<file path="src/rtl/mem_arbiter_pkg.sv">
// Shared definitions for the byte-serial RAM arbiter: bus types, access-size
// codes and the size-to-last-byte decode.
package mem_arbiter_pkg;

  localparam int MEM_ADDR_W = 32;

  typedef logic [MEM_ADDR_W-1:0] MemAddrBus;
  typedef logic [31:0]           InstBus;

  localparam logic [1:0] LEN_BYTE = 2'd0;
  localparam logic [1:0] LEN_HALF = 2'd1;
  localparam logic [1:0] LEN_WORD = 2'd2;

  typedef enum logic {OWN_IF = 1'b0, OWN_MEM = 1'b1} owner_e;

  // Index of the final byte of an access; code 3 behaves like a word.
  function automatic logic [1:0] last_byte_idx(input logic [1:0] len);
    case (len)
      LEN_BYTE: return 2'd0;
      LEN_HALF: return 2'd1;
      LEN_WORD: return 2'd3;
      default:  return 2'd3;
    endcase
  endfunction

endpackage

</file>
<file path="src/rtl/mem_arbiter.sv">
// Arbitrates instruction fetch and load/store onto one byte-wide RAM port,
// splitting each access into LSB-first byte transfers with registered RAM pins.
module mem_arbiter
  import mem_arbiter_pkg::*;
#(
  parameter int ADDR_W = MEM_ADDR_W
) (
  input  logic              clk,
  input  logic              reset,
  input  logic              if_req,
  input  logic [ADDR_W-1:0] if_addr,
  input  logic              if_flush,
  output logic              if_done,
  output InstBus            if_data,
  input  logic              mem_req,
  input  logic              mem_write,
  input  logic [1:0]        mem_len,
  input  logic [ADDR_W-1:0] mem_addr,
  input  logic [31:0]       mem_wdata,
  output logic              mem_done,
  output logic [31:0]       mem_rdata,
  output logic [ADDR_W-1:0] ram_addr,
  output logic              ram_wr,
  output logic [7:0]        ram_dout,
  input  logic [7:0]        ram_din
);

  localparam logic [1:0] S_IDLE  = 2'd0;
  localparam logic [1:0] S_READ  = 2'd1;
  localparam logic [1:0] S_WRITE = 2'd2;
  localparam logic [1:0] S_DONE  = 2'd3;

  logic [1:0]        state_q, state_d;
  owner_e            owner_q, owner_d;
  logic [ADDR_W-1:0] base_q, base_d;
  logic [ADDR_W-1:0] ram_addr_q, ram_addr_d;
  logic [1:0]        last_q, last_d;
  logic [1:0]        cnt_q, cnt_d;
  logic [1:0]        cap_lane_q, cap_lane_d;
  logic              issued_q, issued_d;
  logic              cap_vld_q, cap_vld_d;
  logic              ram_wr_q, ram_wr_d;
  logic [7:0]        ram_dout_q, ram_dout_d;
  logic [31:0]       wdata_q, wdata_d;
  logic [31:0]       data_q, data_d;

  logic [1:0]        cnt_nx;
  logic [ADDR_W-1:0] addr_nx;
  logic              grant_mem, grant_if, flush_own;

  assign cnt_nx    = cnt_q + 2'd1;
  assign addr_nx   = base_q + ADDR_W'(cnt_nx);
  assign grant_mem = mem_req;
  assign grant_if  = !mem_req && if_req && !if_flush;
  assign flush_own = if_flush && (owner_q == OWN_IF);

  always_comb begin
    state_d    = state_q;
    owner_d    = owner_q;
    base_d     = base_q;
    ram_addr_d = ram_addr_q;
    last_d     = last_q;
    cnt_d      = cnt_q;
    cap_lane_d = cap_lane_q;
    issued_d   = issued_q;
    cap_vld_d  = cap_vld_q;
    ram_wr_d   = ram_wr_q;
    ram_dout_d = ram_dout_q;
    wdata_d    = wdata_q;
    data_d     = data_q;

    case (state_q)
      S_IDLE: begin
        if (grant_mem || grant_if) begin
          owner_d    = grant_mem ? OWN_MEM : OWN_IF;
          base_d     = grant_mem ? mem_addr : if_addr;
          ram_addr_d = grant_mem ? mem_addr : if_addr;
          last_d     = grant_mem ? last_byte_idx(mem_len) : 2'd3;
          wdata_d    = grant_mem ? mem_wdata : 32'd0;
          cnt_d      = 2'd0;
          issued_d   = 1'b0;
          cap_vld_d  = 1'b0;
          data_d     = 32'd0;
          if (grant_mem && mem_write) begin
            state_d    = S_WRITE;
            ram_wr_d   = 1'b1;
            ram_dout_d = mem_wdata[7:0];
          end else begin
            state_d = S_READ;
          end
        end
      end

      S_READ: begin
        // Each byte lands one cycle after its address, so capture lags issue.
        if (cap_vld_q) data_d[{cap_lane_q, 3'b000} +: 8] = ram_din;
        if (flush_own) begin
          state_d    = S_IDLE;
          ram_addr_d = '0;
          cap_vld_d  = 1'b0;
          issued_d   = 1'b0;
          cnt_d      = 2'd0;
          data_d     = 32'd0;
        end else if (!issued_q) begin
          cap_vld_d  = 1'b1;
          cap_lane_d = cnt_q;
          if (cnt_q == last_q) begin
            issued_d   = 1'b1;
            ram_addr_d = '0;
          end else begin
            cnt_d      = cnt_nx;
            ram_addr_d = addr_nx;
          end
        end else begin
          cap_vld_d = 1'b0;
          state_d   = S_DONE;
        end
      end

      S_WRITE: begin
        if (cnt_q == last_q) begin
          state_d    = S_DONE;
          ram_wr_d   = 1'b0;
          ram_addr_d = '0;
          ram_dout_d = 8'd0;
          cnt_d      = 2'd0;
        end else begin
          cnt_d      = cnt_nx;
          ram_addr_d = addr_nx;
          ram_dout_d = wdata_q[{cnt_nx, 3'b000} +: 8];
        end
      end

      default: begin
        state_d  = S_IDLE;
        cnt_d    = 2'd0;
        issued_d = 1'b0;
      end
    endcase
  end

  always_ff @(posedge clk) begin
    if (!reset) begin
      state_q    <= S_IDLE;
      owner_q    <= OWN_IF;
      base_q     <= '0;
      ram_addr_q <= '0;
      last_q     <= 2'd0;
      cnt_q      <= 2'd0;
      cap_lane_q <= 2'd0;
      issued_q   <= 1'b0;
      cap_vld_q  <= 1'b0;
      ram_wr_q   <= 1'b0;
      ram_dout_q <= 8'd0;
      wdata_q    <= 32'd0;
      data_q     <= 32'd0;
    end else begin
      state_q    <= state_d;
      owner_q    <= owner_d;
      base_q     <= base_d;
      ram_addr_q <= ram_addr_d;
      last_q     <= last_d;
      cnt_q      <= cnt_d;
      cap_lane_q <= cap_lane_d;
      issued_q   <= issued_d;
      cap_vld_q  <= cap_vld_d;
      ram_wr_q   <= ram_wr_d;
      ram_dout_q <= ram_dout_d;
      wdata_q    <= wdata_d;
      data_q     <= data_d;
    end
  end

  // A flush arriving in the IF done cycle still cancels that done.
  assign if_done   = (state_q == S_DONE) && (owner_q == OWN_IF) && !if_flush;
  assign mem_done  = (state_q == S_DONE) && (owner_q == OWN_MEM);
  assign if_data   = data_q;
  assign mem_rdata = data_q;
  assign ram_addr  = ram_addr_q;
  assign ram_wr    = ram_wr_q;
  assign ram_dout  = ram_dout_q;

endmodule

</file>
<file path="config.mk">
export PLATFORM = sky130hd
export DESIGN_NAME = mem_arbiter
export DESIGN_NICKNAME = d
export VERILOG_FILES = /design/src/rtl/mem_arbiter_pkg.sv /design/src/rtl/mem_arbiter.sv
export SDC_FILE = /design/constraint.sdc
export NUM_CORES = 1
export LEC_CHECK = 0
export BUFFER_PORTS_ARGS = -buffer_cell sky130_fd_sc_hd__buf_2
export CAP_MARGIN = 10
export CORE_MARGIN = 1
export CORE_UTILIZATION = 56
export CTS_CLUSTER_SIZE = 12
export DETAILED_ROUTE_END_ITERATION = 10
export PLACE_DENSITY = 0.85
export SETUP_SLACK_MARGIN = 0.4
export SLEW_MARGIN = 10
export SYNTH_ARGS = -nofsm -noshare
export SYNTH_HDL_FRONTEND = slang
export SYNTH_SLANG_ARGS = --single-unit
</file>
<file path="constraint.sdc">
create_clock -name clk -period 7.2 [get_ports clk]
set_clock_uncertainty 0.05 [all_clocks]
set_input_delay 0.36 -clock clk [delete_from_list [all_inputs] [get_ports clk]]
set_output_delay 0.36 -clock clk [all_outputs]
set_load 0.02 [all_outputs]
</file>
==> flow_summary.html, run 1 <==
<table>
<tr><th>Metric</th><th>Value</th></tr>
<tr><th colspan="2">Run status</th></tr>
<tr><td>Status</td><td>finished clean</td></tr>
<tr><th colspan="2">GRT</th></tr>
<tr><td>Global-route usage over all layers</td><td>29.2%</td></tr>
<tr><td>First-pass GRT wire length</td><td>32.7 mm</td></tr>
<tr><td>Largest net degree at the start of global routing</td><td>67</td></tr>
<tr><td>Initial antenna violation count</td><td>0</td></tr>
<tr><td>GR Overflow Total</td><td>0</td></tr>
<tr><td>Number of global-route vias before repair</td><td>roughly 6600</td></tr>
<tr><th colspan="2">Clock network</th></tr>
<tr><td>Max Buffers Root-to-Sink</td><td>2</td></tr>
<tr><td>Clock tree root buffer cell</td><td>clkbuf_16</td></tr>
<tr><td>Total clock sinks</td><td>about 150</td></tr>
<tr><td>TritonCTS clock tree</td><td>done</td></tr>
<tr><td>Post_cts resized</td><td>0</td></tr>
<tr><td>Count of H-tree levels built during CTS</td><td>4</td></tr>
<tr><td>Clock insertion delay at the later pin of the skew report</td><td>~0.43 ns</td></tr>
<tr><td>Post-CTS Hold Fix Bufs</td><td>0</td></tr>
<tr><td>Clock Pin Slew Worst Setup and Hold Paths</td><td>roughly 0.060 ns</td></tr>
<tr><td>CTS Buf Count</td><td>17</td></tr>
<tr><td>Post-CTS setup buffer count</td><td>0</td></tr>
<tr><th colspan="2">Floorplan</th></tr>
<tr><td>Standard-cell rows</td><td>slightly above 40</td></tr>
<tr><td>Area of the core region</td><td>approximately 13000 µm²</td></tr>
<tr><td>Die X-Extent</td><td>118 µm</td></tr>
<tr><td>Die Ht</td><td>around 120 µm</td></tr>
<tr><td>I/O pin count</td><td>around 220</td></tr>
<tr><td>Starting density of the core</td><td>58.4%</td></tr>
<tr><td>Die outline area</td><td>~14000 µm²</td></tr>
<tr><th colspan="2">Route</th></tr>
<tr><td>Detailed-route vias per instance</td><td>between 5 and 6</td></tr>
<tr><td>Wire length reported by the detailed router</td><td>about 20 mm</td></tr>
<tr><td>Number of design rule violations left after detail routing</td><td>0</td></tr>
<tr><td>Met2 WL post-DR</td><td>approximately 9.6 mm</td></tr>
<tr><td>Uppermost metal layer occupied by signal nets</td><td>met4</td></tr>
<tr><td>M1 wire length</td><td>~8.5 mm</td></tr>
<tr><td>Count of antenna-violating nets left after detailed routing</td><td>0</td></tr>
<tr><td>Routed vias</td><td>7197</td></tr>
<tr><td>DRT Pass-1 Iters</td><td>5</td></tr>
<tr><td>Routed WL per cell</td><td>between 15 and 20 µm</td></tr>
<tr><td>Drt first-iter violations</td><td>around 900</td></tr>
<tr><td>Sum of met3 wire segment lengths after detailed routing</td><td>roughly 1.4 mm</td></tr>
<tr><th colspan="2">Placement</th></tr>
<tr><td>Placed cell count</td><td>~1200</td></tr>
<tr><td>Number of buffer cells added on primary ports</td><td>about 220</td></tr>
<tr><td>Gpl congestion</td><td>0.896</td></tr>
<tr><td>Placed cell areas</td><td>8360 µm²</td></tr>
<tr><td>Setup slack at placement</td><td>around 3.7 ns</td></tr>
<tr><td>Placed wire-length estimate after detailed placement</td><td>between 10 and 15 mm</td></tr>
<tr><th colspan="2">Final layout</th></tr>
<tr><td>Share of cells above drive strength 1</td><td>27.2%</td></tr>
<tr><td>Most common library cell in the layout ignoring fill and taps</td><td>buf_2</td></tr>
<tr><td>Count of inserted antenna diode cells</td><td>0</td></tr>
<tr><td>Layout Cell Area excl Fill</td><td>~9000 µm²</td></tr>
<tr><td>Post-layout net count</td><td>approximately 1100</td></tr>
<tr><td>Fillcell total</td><td>1024</td></tr>
<tr><td>Synthesis-to-layout area growth</td><td>20.2%</td></tr>
<tr><td>Count of non-filler cells in the finished layout</td><td>between 1000 and 1500</td></tr>
<tr><td>Most frequent cells in the layout</td><td>buf_2 (218), dfxtp_1 (148), nor2_1 (104), a21oi_1 (78), nand2_1 (67)</td></tr>
<tr><th colspan="2">Power and ir drop</th></tr>
<tr><td>Clock group share of total power</td><td>between 20 and 30%</td></tr>
<tr><td>Pwr dens</td><td>about 370 nW/µm²</td></tr>
<tr><td>Max rail drop VDD</td><td>0.343 mV</td></tr>
<tr><td>Reported net switching power</td><td>approximately 0.0013 W</td></tr>
<tr><td>Leak</td><td>3.89 nW</td></tr>
<tr><td>Seq pwr share</td><td>between 30% and 40%</td></tr>
<tr><td>Switching Fraction</td><td>between 30% and 40%</td></tr>
<tr><td>Total internal power</td><td>between 0.002 and 0.0025 W</td></tr>
<tr><td>Part of the total power dissipated in combinational logic</td><td>35.6%</td></tr>
<tr><th colspan="2">Yosys</th></tr>
<tr><td>Cell types with the largest area share after synthesis</td><td>dfxtp_1 (40%), a21oi_1 (5.2%), nor2_1 (5.2%)</td></tr>
<tr><td>Flip-flop cell with the highest count after synthesis</td><td>dfxtp_1</td></tr>
<tr><td>Top cell type's share of synthesized area</td><td>roughly two fifths</td></tr>
<tr><td>Proportion of synthesized chip area in sequential cells</td><td>between 30 and 40%</td></tr>
<tr><td>Synth unique cells</td><td>66</td></tr>
<tr><td>Number of synthesis warnings</td><td>0</td></tr>
<tr><td>Synth async-reset ratio</td><td>0%</td></tr>
<tr><td>Post-synthesis cell type with the largest combined area</td><td>dfxtp_1</td></tr>
<tr><td>Number of cells produced by synthesis</td><td>between 800 and 900</td></tr>
<tr><td>Total nets after synthesis</td><td>roughly 1000</td></tr>
<tr><td>Post-synth EDFFs</td><td>0</td></tr>
<tr><td>Netlist Area Pre-Place</td><td>around 7500 µm²</td></tr>
<tr><td>Synthesis-stage register bit count</td><td>about 150</td></tr>
<tr><td>Mean cell area of the mapped netlist</td><td>around 8.6 µm²</td></tr>
<tr><th colspan="2">Critical path</th></tr>
<tr><td>CP arrival</td><td>roughly 3.6 ns</td></tr>
<tr><td>FF-to-FF setup slack</td><td>roughly 3.9 ns</td></tr>
<tr><td>Critical setup path kind</td><td>reg2reg</td></tr>
<tr><td>WP data required</td><td>between 7 and 8 ns</td></tr>
<tr><td>Category of the worst setup path launch point</td><td>register</td></tr>
<tr><td>Setup crit end kind</td><td>register</td></tr>
<tr><td>Worst Path Max Fanout</td><td>15</td></tr>
<tr><th colspan="2">STA</th></tr>
<tr><td>Actual transition at the worst max-transition pin</td><td>0.986 ns</td></tr>
<tr><td>Highest attainable clock frequency</td><td>between 0.2 and 0.3 GHz</td></tr>
<tr><td>Relative slew margins</td><td>approximately a third</td></tr>
<tr><td>Final count of negative-setup-slack endpoints</td><td>0</td></tr>
<tr><td>WHS</td><td>0.146 ns</td></tr>
<tr><td>Final period demand of the worst path</td><td>around 3.3 ns</td></tr>
<tr><td>Total count of hold-check failures in the final report</td><td>0</td></tr>
<tr><td>RSZ-0062 raised after global routing</td><td>false</td></tr>
<tr><td>Final max-slew violation count</td><td>0</td></tr>
<tr><td>Fin worst setup slack</td><td>between 3 and 4 ns</td></tr>
<tr><td>Part of the cycle the worst path needs</td><td>a little under half</td></tr>
<tr><td>Total Neg Setup Slack</td><td>0 ns</td></tr>
<tr><th colspan="2">Hold path</th></tr>
<tr><td>Worst min path class</td><td>in2reg</td></tr>
<tr><th colspan="2">Run</th></tr>
<tr><td>Number of max-capacitance violations reported</td><td>0</td></tr>
</table>
-- cells in the mapped netlist, types with 14 or more instances --
cell / n
buf_2: 14
dfxtp_1: 148
nand3_1: 44
buf_4: 34
mux2i_1: 38
nand4_1: 17
clkbuf_1: 38
a211oi_1: 44
o21ai_0: 32
a21oi_1: 78
nand2_1: 67
a22o_1: 16
nor2_1: 104
a22oi_1: 16
-- flip-flops by register name (all words and copies together) (netlist names) --
register	flops
ram_wr	1
cnt_q	2
ram_dout	8
cap_vld_q	1
base_q	32
ram_addr	32
owner_q	1
wdata_q	32
state_q	2
if_data	32
cap_lane_q	2
last_q	2
issued_q	1
-- cell families (layout without fill, tap and decap cells) --
group,Yosys count,count (layout),share of synthesized area (%)
AOI/OAI and AO/OA,234,234,20.6
DFF,148,148,39.6
and+or+nand+nor,300,300,20.0
buffers and inverters,107,271,7.44
muxes,46,46,7.49
xor gates and xnor gates,24,24,2.81
adders and majority gates,12,12,2.11
-- stage by stage --
stage | total power, W | util [%]
after floorplan | 0.00205 | -
after global placement | 0.00236 | 65.2
after detailed placement | 0.00240 | 65.2
after CTS | 0.00336 | 70.2
after global routing | 0.00356 | 70.2
final | 0.00336 | 70.2
-- final cells by class --
type                    count  area (µm²)  area share [%]
clock buffers              19         443            4.92
well taps                 172         215            2.39
flip-flops and latches    148        2960            32.9
inverters                  13        50.0           0.556
multi-input cells         616        3980            44.2
repair buffers            226        1150            12.8
clock inverters            13         198            2.20
-- path summary, 6_finish.rpt --
check / to / depth (start not counted) / from
min reg2reg: wdata_q[29]$_SDFFE_PN0P_ / 2 / wdata_q[29]$_SDFFE_PN0P_
max reg2reg: ram_addr[16]$_SDFFE_PN0P_ / 8 / cnt_q[0]$_SDFFE_PN0P_
min: wdata_q[27]$_SDFFE_PN0P_ / 3 / mem_wdata[27]
max: ram_addr[16]$_SDFFE_PN0P_ / 8 / cnt_q[0]$_SDFFE_PN0P_
-- worst max-delay path, cell delays in order, from the launching register on --
cell and delay (ns):
dfxtp_1 0.82, xor2_1 0.27, inv_1 0.09, fa_1 0.46
nand4b_1 0.30, nor4_2 0.59, a2111oi_0 0.26, a311oi_1 0.27
a21oi_1 0.10
-- routing by layer --
metal | global-route usage (%) | up-vias
met4 | 11.8 | 0
met5 | 0 | -
li1 | - | 3437
met1 | 37.9 | 3377
met2 | 47.5 | 341
met3 | 5.72 | 42
-- power by group through the flow --
stage	logic, W	registers (W)	clock network (W)
after floorplan	0.000768	0.00128	0
after global placement	0.00115	0.00121	0
after detailed placement	0.00118	0.00122	0
after CTS	0.00119	0.00121	0.000960
after global routing	0.00132	0.00124	0.00100
final	0.00120	0.00121	0.000954
(Power assumes the default switching activity.)
==> run 2: changes to the inputs <==
Settings changed: CORE_UTILIZATION 56 to 52, PLACE_DENSITY 0.85 to 0.8.
Clock period 7.2 ns to 3.5 ns, I/O delays scaled along.
==> run 2 against run 1 <==
  * The run now ends with negative hold slack left
  * Worst hold slack got worse by 0.15 ns
  * Via count is 2.4% higher
  * Routed wire length is 6.1% higher
  * Clock-buffer cell count is 2 higher
  * First-iteration DRC count fell by 23%
  * Sequential power is 110% higher
  * Sequential share of layout area down 1.5 points
  * Setup slack worse by 3.2 ns
  * Register-to-register slack got worse by 3.2 ns
  * Critical endpoint is now ram_addr[22]$_SDFFE_PN0P_
  * Largest cell class unchanged
  * Largest power group is now combinational cells
==> flow_summary.html, run 2 (synthesized netlist as in run 1, its figures left out) <==
<table>
<tr><th>Metric</th><th>Value</th></tr>
<tr><th colspan="2">Placement</th></tr>
<tr><td>Placed wire-length estimate after detailed placement</td><td>13.9 mm (+1.7%)</td></tr>
<tr><td>Gpl congestion</td><td>0.833 (-7.0%)</td></tr>
<tr><td>Number of buffer cells added on primary ports</td><td>218 (unchanged)</td></tr>
<tr><th colspan="2">Power and ir drop</th></tr>
<tr><td>Leak</td><td>4.08 nW (+5.0%)</td></tr>
<tr><td>Switching Fraction</td><td>38.9% (-0.42 points)</td></tr>
<tr><td>Clock group share of total power</td><td>27.6% (-0.8 points)</td></tr>
<tr><td>Final Total Pwr</td><td>0.00694 W (+110%)</td></tr>
<tr><td>Seq pwr share</td><td>35.9% (about the same)</td></tr>
<tr><td>Pwr dens</td><td>736 nW/µm² (+97%)</td></tr>
<tr><td>Part of the total power dissipated in combinational logic</td><td>36.5% (+0.9 points)</td></tr>
<tr><td>Max rail drop VDD</td><td>0.507 mV (+48%)</td></tr>
<tr><td>Reported net switching power</td><td>0.00270 W (+100%)</td></tr>
<tr><td>Total internal power</td><td>0.00424 W (+110%)</td></tr>
<tr><th colspan="2">Run</th></tr>
<tr><td>Number of max-capacitance violations reported</td><td>0 (unchanged)</td></tr>
<tr><th colspan="2">Final layout</th></tr>
<tr><td>Share of cells above drive strength 1</td><td>26.3% (-0.90 points)</td></tr>
<tr><td>Post-layout net count</td><td>1191 (+3.9%)</td></tr>
<tr><td>Synthesis-to-layout area growth</td><td>26.0%</td></tr>
<tr><td>Fillcell total</td><td>1147 (+12%)</td></tr>
<tr><td>Multi-input gate area in the final layout</td><td>3990 µm² (+0.22%)</td></tr>
<tr><td>Most frequent cells in the layout</td><td>buf_2 (217), dfxtp_1 (148), nor2_1 (104), a21oi_1 (78), nand2_1 (67)</td></tr>
<tr><td>Most common library cell in the layout ignoring fill and taps</td><td>buf_2</td></tr>
<tr><td>Final cell utilization of the core</td><td>67.5% (-2.7 points)</td></tr>
<tr><td>Area occupied by registers</td><td>2960 µm² (unchanged)</td></tr>
<tr><th colspan="2">Critical path</th></tr>
<tr><td>Number of cells on the worst reg-to-reg path</td><td>8 (unchanged)</td></tr>
<tr><td>Category of the worst setup path launch point</td><td>register</td></tr>
<tr><td>Worst-path cell chain</td><td>xor2_1 -&gt; inv_1 -&gt; fa_1 -&gt; and4b_2 -&gt; nand4_4 -&gt; or4_1 -&gt; a21oi_1 -&gt; o221a_1</td></tr>
<tr><td>WP data required</td><td>3.82 ns (-3.62 ns)</td></tr>
<tr><td>Critical-path top delay cell</td><td>or4_1</td></tr>
<tr><td>Worst Path Max Fanout</td><td>6 (-9)</td></tr>
<tr><td>Setup crit end kind</td><td>register</td></tr>
<tr><td>Delay of the slowest cell on the worst path</td><td>0.52 ns (-0.30 ns)</td></tr>
<tr><td>CP arrival</td><td>3.13 ns (-0.46 ns)</td></tr>
<tr><td>Critical setup path kind</td><td>reg2reg</td></tr>
<tr><th colspan="2">GRT</th></tr>
<tr><td>Largest net degree at the start of global routing</td><td>89 (+33%)</td></tr>
<tr><td>Number of global-route vias before repair</td><td>6479 (-1.2%)</td></tr>
<tr><td>GR Overflow Total</td><td>0 (unchanged)</td></tr>
<tr><td>Initial antenna violation count</td><td>1 (+1)</td></tr>
<tr><td>Global-route usage over all layers</td><td>28.2% (-1.0 points)</td></tr>
<tr><td>First-pass GRT wire length</td><td>32.5 mm (-0.68%)</td></tr>
<tr><th colspan="2">Clock network</th></tr>
<tr><td>Clock Pin Slew Worst Setup and Hold Paths</td><td>0.06 ns (about the same)</td></tr>
<tr><td>Clock insertion delay at the later pin of the skew report</td><td>0.43 ns (about the same)</td></tr>
<tr><td>TritonCTS clock tree</td><td>done</td></tr>
<tr><td>CTS Buf Count</td><td>17 (unchanged)</td></tr>
<tr><td>Count of H-tree levels built during CTS</td><td>4 (unchanged)</td></tr>
<tr><td>Max Buffers Root-to-Sink</td><td>2 (unchanged)</td></tr>
<tr><td>Clock tree root buffer cell</td><td>clkbuf_16</td></tr>
<tr><td>Total clock sinks</td><td>148 (unchanged)</td></tr>
<tr><th colspan="2">STA</th></tr>
<tr><td>Part of the cycle the worst path needs</td><td>80.3% (+34 points)</td></tr>
<tr><td>Final max-slew violation count</td><td>0 (unchanged)</td></tr>
<tr><td>RSZ-0062 raised after global routing</td><td>false</td></tr>
<tr><td>Total count of hold-check failures in the final report</td><td>1 (+1)</td></tr>
<tr><td>WHS</td><td>-0.00479 ns (-0.150 ns)</td></tr>
<tr><td>Total Neg Setup Slack</td><td>0 ns (unchanged)</td></tr>
<tr><td>Final period demand of the worst path</td><td>2.81 ns (-0.536 ns)</td></tr>
<tr><td>Relative slew margins</td><td>34.8% (+0.97 points)</td></tr>
<tr><td>Final count of negative-setup-slack endpoints</td><td>0 (unchanged)</td></tr>
<tr><td>Actual transition at the worst max-transition pin</td><td>0.978 ns (-0.00791 ns)</td></tr>
<tr><td>Highest attainable clock frequency</td><td>0.356 GHz (+19%)</td></tr>
<tr><th colspan="2">Hold path</th></tr>
<tr><td>Worst hold path stage count</td><td>3 (unchanged)</td></tr>
<tr><td>Worst min path class</td><td>in2reg</td></tr>
<tr><th colspan="2">Floorplan</th></tr>
<tr><td>Die Ht</td><td>122 µm (+3.7%)</td></tr>
<tr><td>Standard-cell rows</td><td>43 (+4.9%)</td></tr>
<tr><td>Area of the core region</td><td>14000 µm² (+9.1%)</td></tr>
<tr><td>Die X-Extent</td><td>122 µm (+3.7%)</td></tr>
<tr><td>I/O pin count</td><td>219 (unchanged)</td></tr>
<tr><td>Starting density of the core</td><td>53.5% (-4.9 points)</td></tr>
<tr><td>Die outline area</td><td>14900 µm² (+7.6%)</td></tr>
<tr><th colspan="2">Route</th></tr>
<tr><td>Number of design rule violations left after detail routing</td><td>0 (unchanged)</td></tr>
<tr><td>Wire length reported by the detailed router</td><td>21.2 mm (+6.1%)</td></tr>
<tr><td>Count of antenna-violating nets left after detailed routing</td><td>0 (unchanged)</td></tr>
<tr><td>Routed WL per cell</td><td>16.8 µm (+1.8%)</td></tr>
<tr><td>Detailed-route vias per instance</td><td>5.85 (-1.9%)</td></tr>
<tr><td>Routed vias</td><td>7367 (+2.4%)</td></tr>
<tr><td>DRT Pass-1 Iters</td><td>5 (unchanged)</td></tr>
<tr><td>Drt first-iter violations</td><td>715 (-23%)</td></tr>
<tr><th colspan="2">Run status</th></tr>
<tr><td>Status</td><td>complete, but fails checks</td></tr>
<tr><td>Violated checks</td><td>negative hold slack</td></tr>
</table>
[run 2: what timing repair did]
action                                 in CTS  in global routing
gates resized for setup                     0                  1
buffers inserted                            0                  0
hold buffers                               40                  0
setup endpoints to repair                   0                  2
endpoints found under the hold margin      49                  0
[run 2: cell type report]
type / count / area share, %
multi-input cells: 616 / 42.3
flip-flops and latches: 148 / 31.4
repair buffers: 271 / 16.9
clock buffers: 21 / 4.88
well taps: 180 / 2.39
clock inverters: 9 / 1.63
inverters: 13 / 0.530
diodes: 1 / 0.0265
[run 2: worst paths after layout]
path	from	to	slack, ns
max	cnt_q[0]$_SDFFE_PN0P_	ram_addr[22]$_SDFFE_PN0P_	0.69
min	mem_len[1]	last_q[0]$_SDFFE_PN0P_	-0.005
max reg2reg	cnt_q[0]$_SDFFE_PN0P_	ram_addr[22]$_SDFFE_PN0P_	0.69
min reg2reg	wdata_q[9]$_SDFFE_PN0P_	wdata_q[9]$_SDFFE_PN0P_	0.40
[run 2: routing by layer]
metal,vias up,share of wire [%],track usage [%]
li1,3526,-,-
met1,3437,43,36.1
met2,349,47,45.7
met3,53,7.2,6.65
met4,2,2.5,11.0
met5,-,0.042,0
[run 2: worst max-delay path: cells and delay by family (launching register included)]
kind / cells / cell delay [ns]
AO/OA/AOI/OAI: 2 / 0.34
XOR/XNOR: 1 / 0.22
adder cells (fa/ha/maj): 1 / 0.48
buffers and inverters: 1 / 0.09
flip-flops: 1 / 0.45
AND/OR/NAND/NOR: 3 / 1.10
[run 2: power groups by stage]
stage | Sequential (W) | Clock [W] | Combinational (W)
finish | 0.00249 | 0.00192 | 0.00254
global route | 0.00254 | 0.00199 | 0.00277
global placement | 0.00249 | 0 | 0.00241
detailed placement | 0.00251 | 0 | 0.00246
CTS | 0.00248 | 0.00193 | 0.00251
floorplan | 0.00264 | 0 | 0.00158
[run 2: through the flow]
stage / worst slack [ns] / instance area [µm²] / std cells
2_1_floorplan: 0.698 / 7490 / 871
3_3_place_gp: 0.818 / 8410 / 1188
3_5_place_dp: 0.720 / 8410 / 1188
4_1_cts: 0.698 / 9430 / 1258
5_1_grt: 0.482 / 9430 / 1258
6_report: 0.690 / 9440 / 1259
==> run 3: changes to the inputs <==
Settings changed: CORE_UTILIZATION 52 to 47, PLACE_DENSITY 0.8 to 0.76.
Clock period 3.5 ns to 2.3 ns, I/O delays scaled along.
==> run 3 against run 2 <==
  * The flow finishes with violations (negative setup slack)
  * Critical path depth unchanged
  * Routed wire length rose by 7.0%
  * Setup slack lost 0.76 ns
  * Clock power up 56%
  * Register-to-register slack got worse by 0.76 ns
  * Fmax grew 19%
  * Non-clock buffer count is 49 higher
  * Core utilization increased by 0.39 points
  * Combinational power increased by 89%
  * Design area increased by 11%
==> flow_summary.html, run 3 (synthesized netlist as in run 1, its figures left out) <==
<table>
<tr><th>Metric</th><th>Value</th></tr>
<tr><th colspan="2">GRT</th></tr>
<tr><td>GR Overflow Total</td><td>0 (unchanged)</td></tr>
<tr><td>Routing usage on met3</td><td>5.47% (-1.2 points)</td></tr>
<tr><td>GR Util met2</td><td>43.2% (-2.4 points)</td></tr>
<tr><td>Global-route usage over all layers</td><td>26.9% (-1.3 points)</td></tr>
<tr><td>First-pass GRT wire length</td><td>34.9 mm (+7.4%)</td></tr>
<tr><td>Met1 demand-to-capacity share in global routing</td><td>35.1% (-1.1 points)</td></tr>
<tr><td>Peak-usage layer in the global routing report</td><td>met2</td></tr>
<tr><td>Initial antenna violation count</td><td>0 (-1)</td></tr>
<tr><td>Largest net degree at the start of global routing</td><td>67 (-25%)</td></tr>
<tr><td>Number of global-route vias before repair</td><td>6959 (+7.4%)</td></tr>
<tr><th colspan="2">Route</th></tr>
<tr><td>DRT Pass-1 Iters</td><td>5 (unchanged)</td></tr>
<tr><td>Routed vias</td><td>7532 (+2.2%)</td></tr>
<tr><td>Detailed-route vias per instance</td><td>5.62 (-3.9%)</td></tr>
<tr><td>Routed WL per cell</td><td>16.9 µm (+0.49%)</td></tr>
<tr><td>Wire length reported by the detailed router</td><td>22.7 mm (+7.0%)</td></tr>
<tr><td>Count of antenna-violating nets left after detailed routing</td><td>0 (unchanged)</td></tr>
<tr><td>Number of design rule violations left after detail routing</td><td>0 (unchanged)</td></tr>
<tr><td>Drt first-iter violations</td><td>607 (-15%)</td></tr>
<tr><th colspan="2">STA</th></tr>
<tr><td>Highest attainable clock frequency</td><td>0.422 GHz (+19%)</td></tr>
<tr><td>WHS</td><td>0.0523 ns (+0.0571 ns)</td></tr>
<tr><td>Final period demand of the worst path</td><td>2.37 ns (-0.439 ns)</td></tr>
<tr><td>Relative slew margins</td><td>52.4% (+18 points)</td></tr>
<tr><td>Final count of negative-setup-slack endpoints</td><td>3 (+3)</td></tr>
<tr><td>RSZ-0062 raised after global routing</td><td>true</td></tr>
<tr><td>Fin worst setup slack</td><td>-0.0705 ns (-0.761 ns)</td></tr>
<tr><td>Final max-slew violation count</td><td>0 (unchanged)</td></tr>
<tr><td>Part of the cycle the worst path needs</td><td>103% (+23 points)</td></tr>
<tr><td>Actual transition at the worst max-transition pin</td><td>0.714 ns (-0.264 ns)</td></tr>
<tr><td>Total Neg Setup Slack</td><td>-0.146 ns (-0.146 ns)</td></tr>
<tr><td>Total count of hold-check failures in the final report</td><td>0 (-1)</td></tr>
<tr><th colspan="2">Clock network</th></tr>
<tr><td>Total clock sinks</td><td>148 (unchanged)</td></tr>
<tr><td>Clock tree root buffer cell</td><td>clkbuf_16</td></tr>
<tr><td>Clock Pin Slew Worst Setup and Hold Paths</td><td>0.06 ns (about the same)</td></tr>
<tr><td>CTS Buf Count</td><td>17 (unchanged)</td></tr>
<tr><td>TritonCTS clock tree</td><td>done</td></tr>
<tr><td>Max Buffers Root-to-Sink</td><td>2 (unchanged)</td></tr>
<tr><td>Count of H-tree levels built during CTS</td><td>4 (unchanged)</td></tr>
<tr><td>Clock insertion delay at the later pin of the skew report</td><td>0.42 ns (about the same)</td></tr>
<tr><th colspan="2">Final layout</th></tr>
<tr><td>Most frequent cells in the layout</td><td>buf_2 (217), dfxtp_1 (144), nor2_1 (103), a21oi_1 (67), nand2_1 (63)</td></tr>
<tr><td>Synthesis-to-layout area growth</td><td>39.3%</td></tr>
<tr><td>Count of inserted antenna diode cells</td><td>0 (-1)</td></tr>
<tr><td>Share of cells above drive strength 1</td><td>35.6% (+9.3 points)</td></tr>
<tr><td>Most common library cell in the layout ignoring fill and taps</td><td>buf_2</td></tr>
<tr><td>Post-layout net count</td><td>1240 (+4.1%)</td></tr>
<tr><td>Final cell utilization of the core</td><td>67.8% (+0.39 points)</td></tr>
<tr><td>Count of non-filler cells in the finished layout</td><td>1340 (+6.4%)</td></tr>
<tr><th colspan="2">Placement</th></tr>
<tr><td>Placed wire-length estimate after detailed placement</td><td>14.2 mm (+2.2%)</td></tr>
<tr><td>Gpl congestion</td><td>0.867 (+4.1%)</td></tr>
<tr><td>Number of buffer cells added on primary ports</td><td>218 (unchanged)</td></tr>
<tr><td>Placed cell count</td><td>1240 (+4.4%)</td></tr>
<tr><th colspan="2">Power and ir drop</th></tr>
<tr><td>Total internal power</td><td>0.00703 W (+66%)</td></tr>
<tr><td>Seq pwr share</td><td>33.0% (-2.9 points)</td></tr>
<tr><td>Leak</td><td>4.53 nW (+11%)</td></tr>
<tr><td>Switching Fraction</td><td>39.5% (+0.62 points)</td></tr>
<tr><td>Max rail drop VDD</td><td>0.780 mV (+54%)</td></tr>
<tr><td>Reported net switching power</td><td>0.00460 W (+70%)</td></tr>
<tr><td>Part of the total power dissipated in combinational logic</td><td>41.3% (+4.8 points)</td></tr>
<tr><td>Pwr dens</td><td>1120 nW/µm² (+52%)</td></tr>
<tr><td>Clock group share of total power</td><td>25.7% (-1.9 points)</td></tr>
<tr><th colspan="2">Critical path</th></tr>
<tr><td>Worst reg2reg endpoint</td><td>ram_addr[22]$_SDFFE_PN0P_</td></tr>
<tr><td>Dominant delay contributor by cell family on the critical path</td><td>simple AND/OR/NAND/NOR gates</td></tr>
<tr><td>Setup crit end kind</td><td>register</td></tr>
<tr><td>Number of cells on the worst reg-to-reg path</td><td>8 (unchanged)</td></tr>
<tr><td>Worst Path Buf+Inv</td><td>1 (unchanged)</td></tr>
<tr><td>WP data required</td><td>2.62 ns (-1.20 ns)</td></tr>
<tr><td>Worst-path cell chain</td><td>xor2_2 -&gt; inv_1 -&gt; fa_2 -&gt; and4b_2 -&gt; nand4_4 -&gt; or4_4 -&gt; a21oi_2 -&gt; o221a_1</td></tr>
<tr><td>FF-to-FF setup slack</td><td>-0.07 ns (-0.76 ns)</td></tr>
<tr><td>Category of the worst setup path launch point</td><td>register</td></tr>
<tr><td>Worst Path Max Fanout</td><td>4 (-2)</td></tr>
<tr><td>Critical setup path kind</td><td>reg2reg</td></tr>
<tr><td>Critical-path top delay cell</td><td>or4_4</td></tr>
<tr><td>CP arrival</td><td>2.69 ns (-0.44 ns)</td></tr>
<tr><td>Delay of the slowest cell on the worst path</td><td>0.50 ns (-0.02 ns)</td></tr>
<tr><td>Start of the worst register-to-register path</td><td>cnt_q[0]$_SDFFE_PN0P_</td></tr>
<tr><th colspan="2">Hold path</th></tr>
<tr><td>Worst hold path stage count</td><td>3 (unchanged)</td></tr>
<tr><td>WHS Endpoint</td><td>base_q[23]$_SDFFE_PN0P_</td></tr>
<tr><td>Worst min path class</td><td>in2reg</td></tr>
<tr><td>Hold path startpoint</td><td>if_addr[23]</td></tr>
<tr><th colspan="2">Run</th></tr>
<tr><td>Number of max-capacitance violations reported</td><td>0 (unchanged)</td></tr>
<tr><th colspan="2">Run status</th></tr>
<tr><td>Status</td><td>complete, but fails checks</td></tr>
<tr><td>Violated checks</td><td>negative setup slack</td></tr>
<tr><th colspan="2">Floorplan</th></tr>
<tr><td>Die Ht</td><td>128 µm (+5.1%)</td></tr>
<tr><td>Starting density of the core</td><td>48.7% (-4.8 points)</td></tr>
<tr><td>Area of the core region</td><td>15400 µm² (+9.9%)</td></tr>
<tr><td>Standard-cell rows</td><td>45 (+4.7%)</td></tr>
<tr><td>Die X-Extent</td><td>128 µm (+5.1%)</td></tr>
<tr><td>Die outline area</td><td>16400 µm² (+10%)</td></tr>
<tr><td>I/O pin count</td><td>219 (unchanged)</td></tr>
</table>
run 3: cell type report:
| cell class | count | area (µm²) |
|---|---|---|
| clock buffer | 18 | 429 |
| fill | 1205 | 4940 |
| inverter | 13 | 55.1 |
| timing repair buffer | 320 | 2090 |
| sequential | 148 | 2980 |
| clock inverter | 14 | 200 |
| multi-input combinational | 616 | 4410 |
| tap | 211 | 264 |
run 3: worst max-delay path by stage:
stage                          start                         to  slack (ns)  depth (start not counted)
3_3_place_gp   cnt_q[0]$_SDFFE_PN0P_  ram_addr[22]$_SDFFE_PN0P_       -0.01                          8
5_1_grt        cnt_q[0]$_SDFFE_PN0P_  ram_addr[22]$_SDFFE_PN0P_       -0.18                          8
6_report       cnt_q[0]$_SDFFE_PN0P_  ram_addr[22]$_SDFFE_PN0P_       -0.07                          8
4_1_cts        cnt_q[0]$_SDFFE_PN0P_  ram_addr[22]$_SDFFE_PN0P_       -0.04                          8
3_5_place_dp   cnt_q[0]$_SDFFE_PN0P_  ram_addr[22]$_SDFFE_PN0P_       -0.08                          8
2_1_floorplan  cnt_q[0]$_SDFFE_PN0P_  ram_addr[22]$_SDFFE_PN0P_       -0.22                         10
run 3: stage by stage:
| stage | power (W) | worst slack [ns] | cell area, µm² |
|---|---|---|---|
| finish | 0.0116 | -0.0705 | 10400 |
| global route | 0.0122 | -0.179 | 10400 |
| CTS | 0.0113 | -0.0414 | 10200 |
| detailed placement | 0.00770 | -0.0811 | 8660 |
| global placement | 0.00762 | -0.0104 | 8660 |
| floorplan | 0.00645 | -0.217 | 7560 |
run 3: per-layer routing:
layer  up-vias  routed length, µm
met1      3530              10000
li1       3629                  -
met3        42               1550
met5         -                  0
met2       331              10600
met4         0                476
run 3: worst register-to-register path: cells and delay by family (launching register included):
family	cells	cell delay, ns
DFF	1	0.39
AOI/OAI and AO/OA	2	0.31
buffers and inverters	1	0.08
adders and majority gates	1	0.35
and+or+nand+nor	3	0.96
xor gates and xnor gates	1	0.16
run 3: repair_timing:
item / 4_1_cts / 5_1_grt
resized for setup: 51 / 48
buffers inserted: 14 / 9
pin swaps: 31 / 34
gates cloned: 3 / 0
endpoints found under the setup margin: 65 / 70
hold buffers: 42 / 0
endpoints found under the hold margin: 65 / 0
run 3: power groups by stage:
stage,Sequential (W),Combinational (W),Clock [W]
floorplan,0.00401,0.00244,0
global placement,0.00380,0.00383,0
detailed placement,0.00381,0.00389,0
CTS,0.00377,0.00449,0.00301
global route,0.00392,0.00518,0.00310
finish,0.00384,0.00480,0.00299
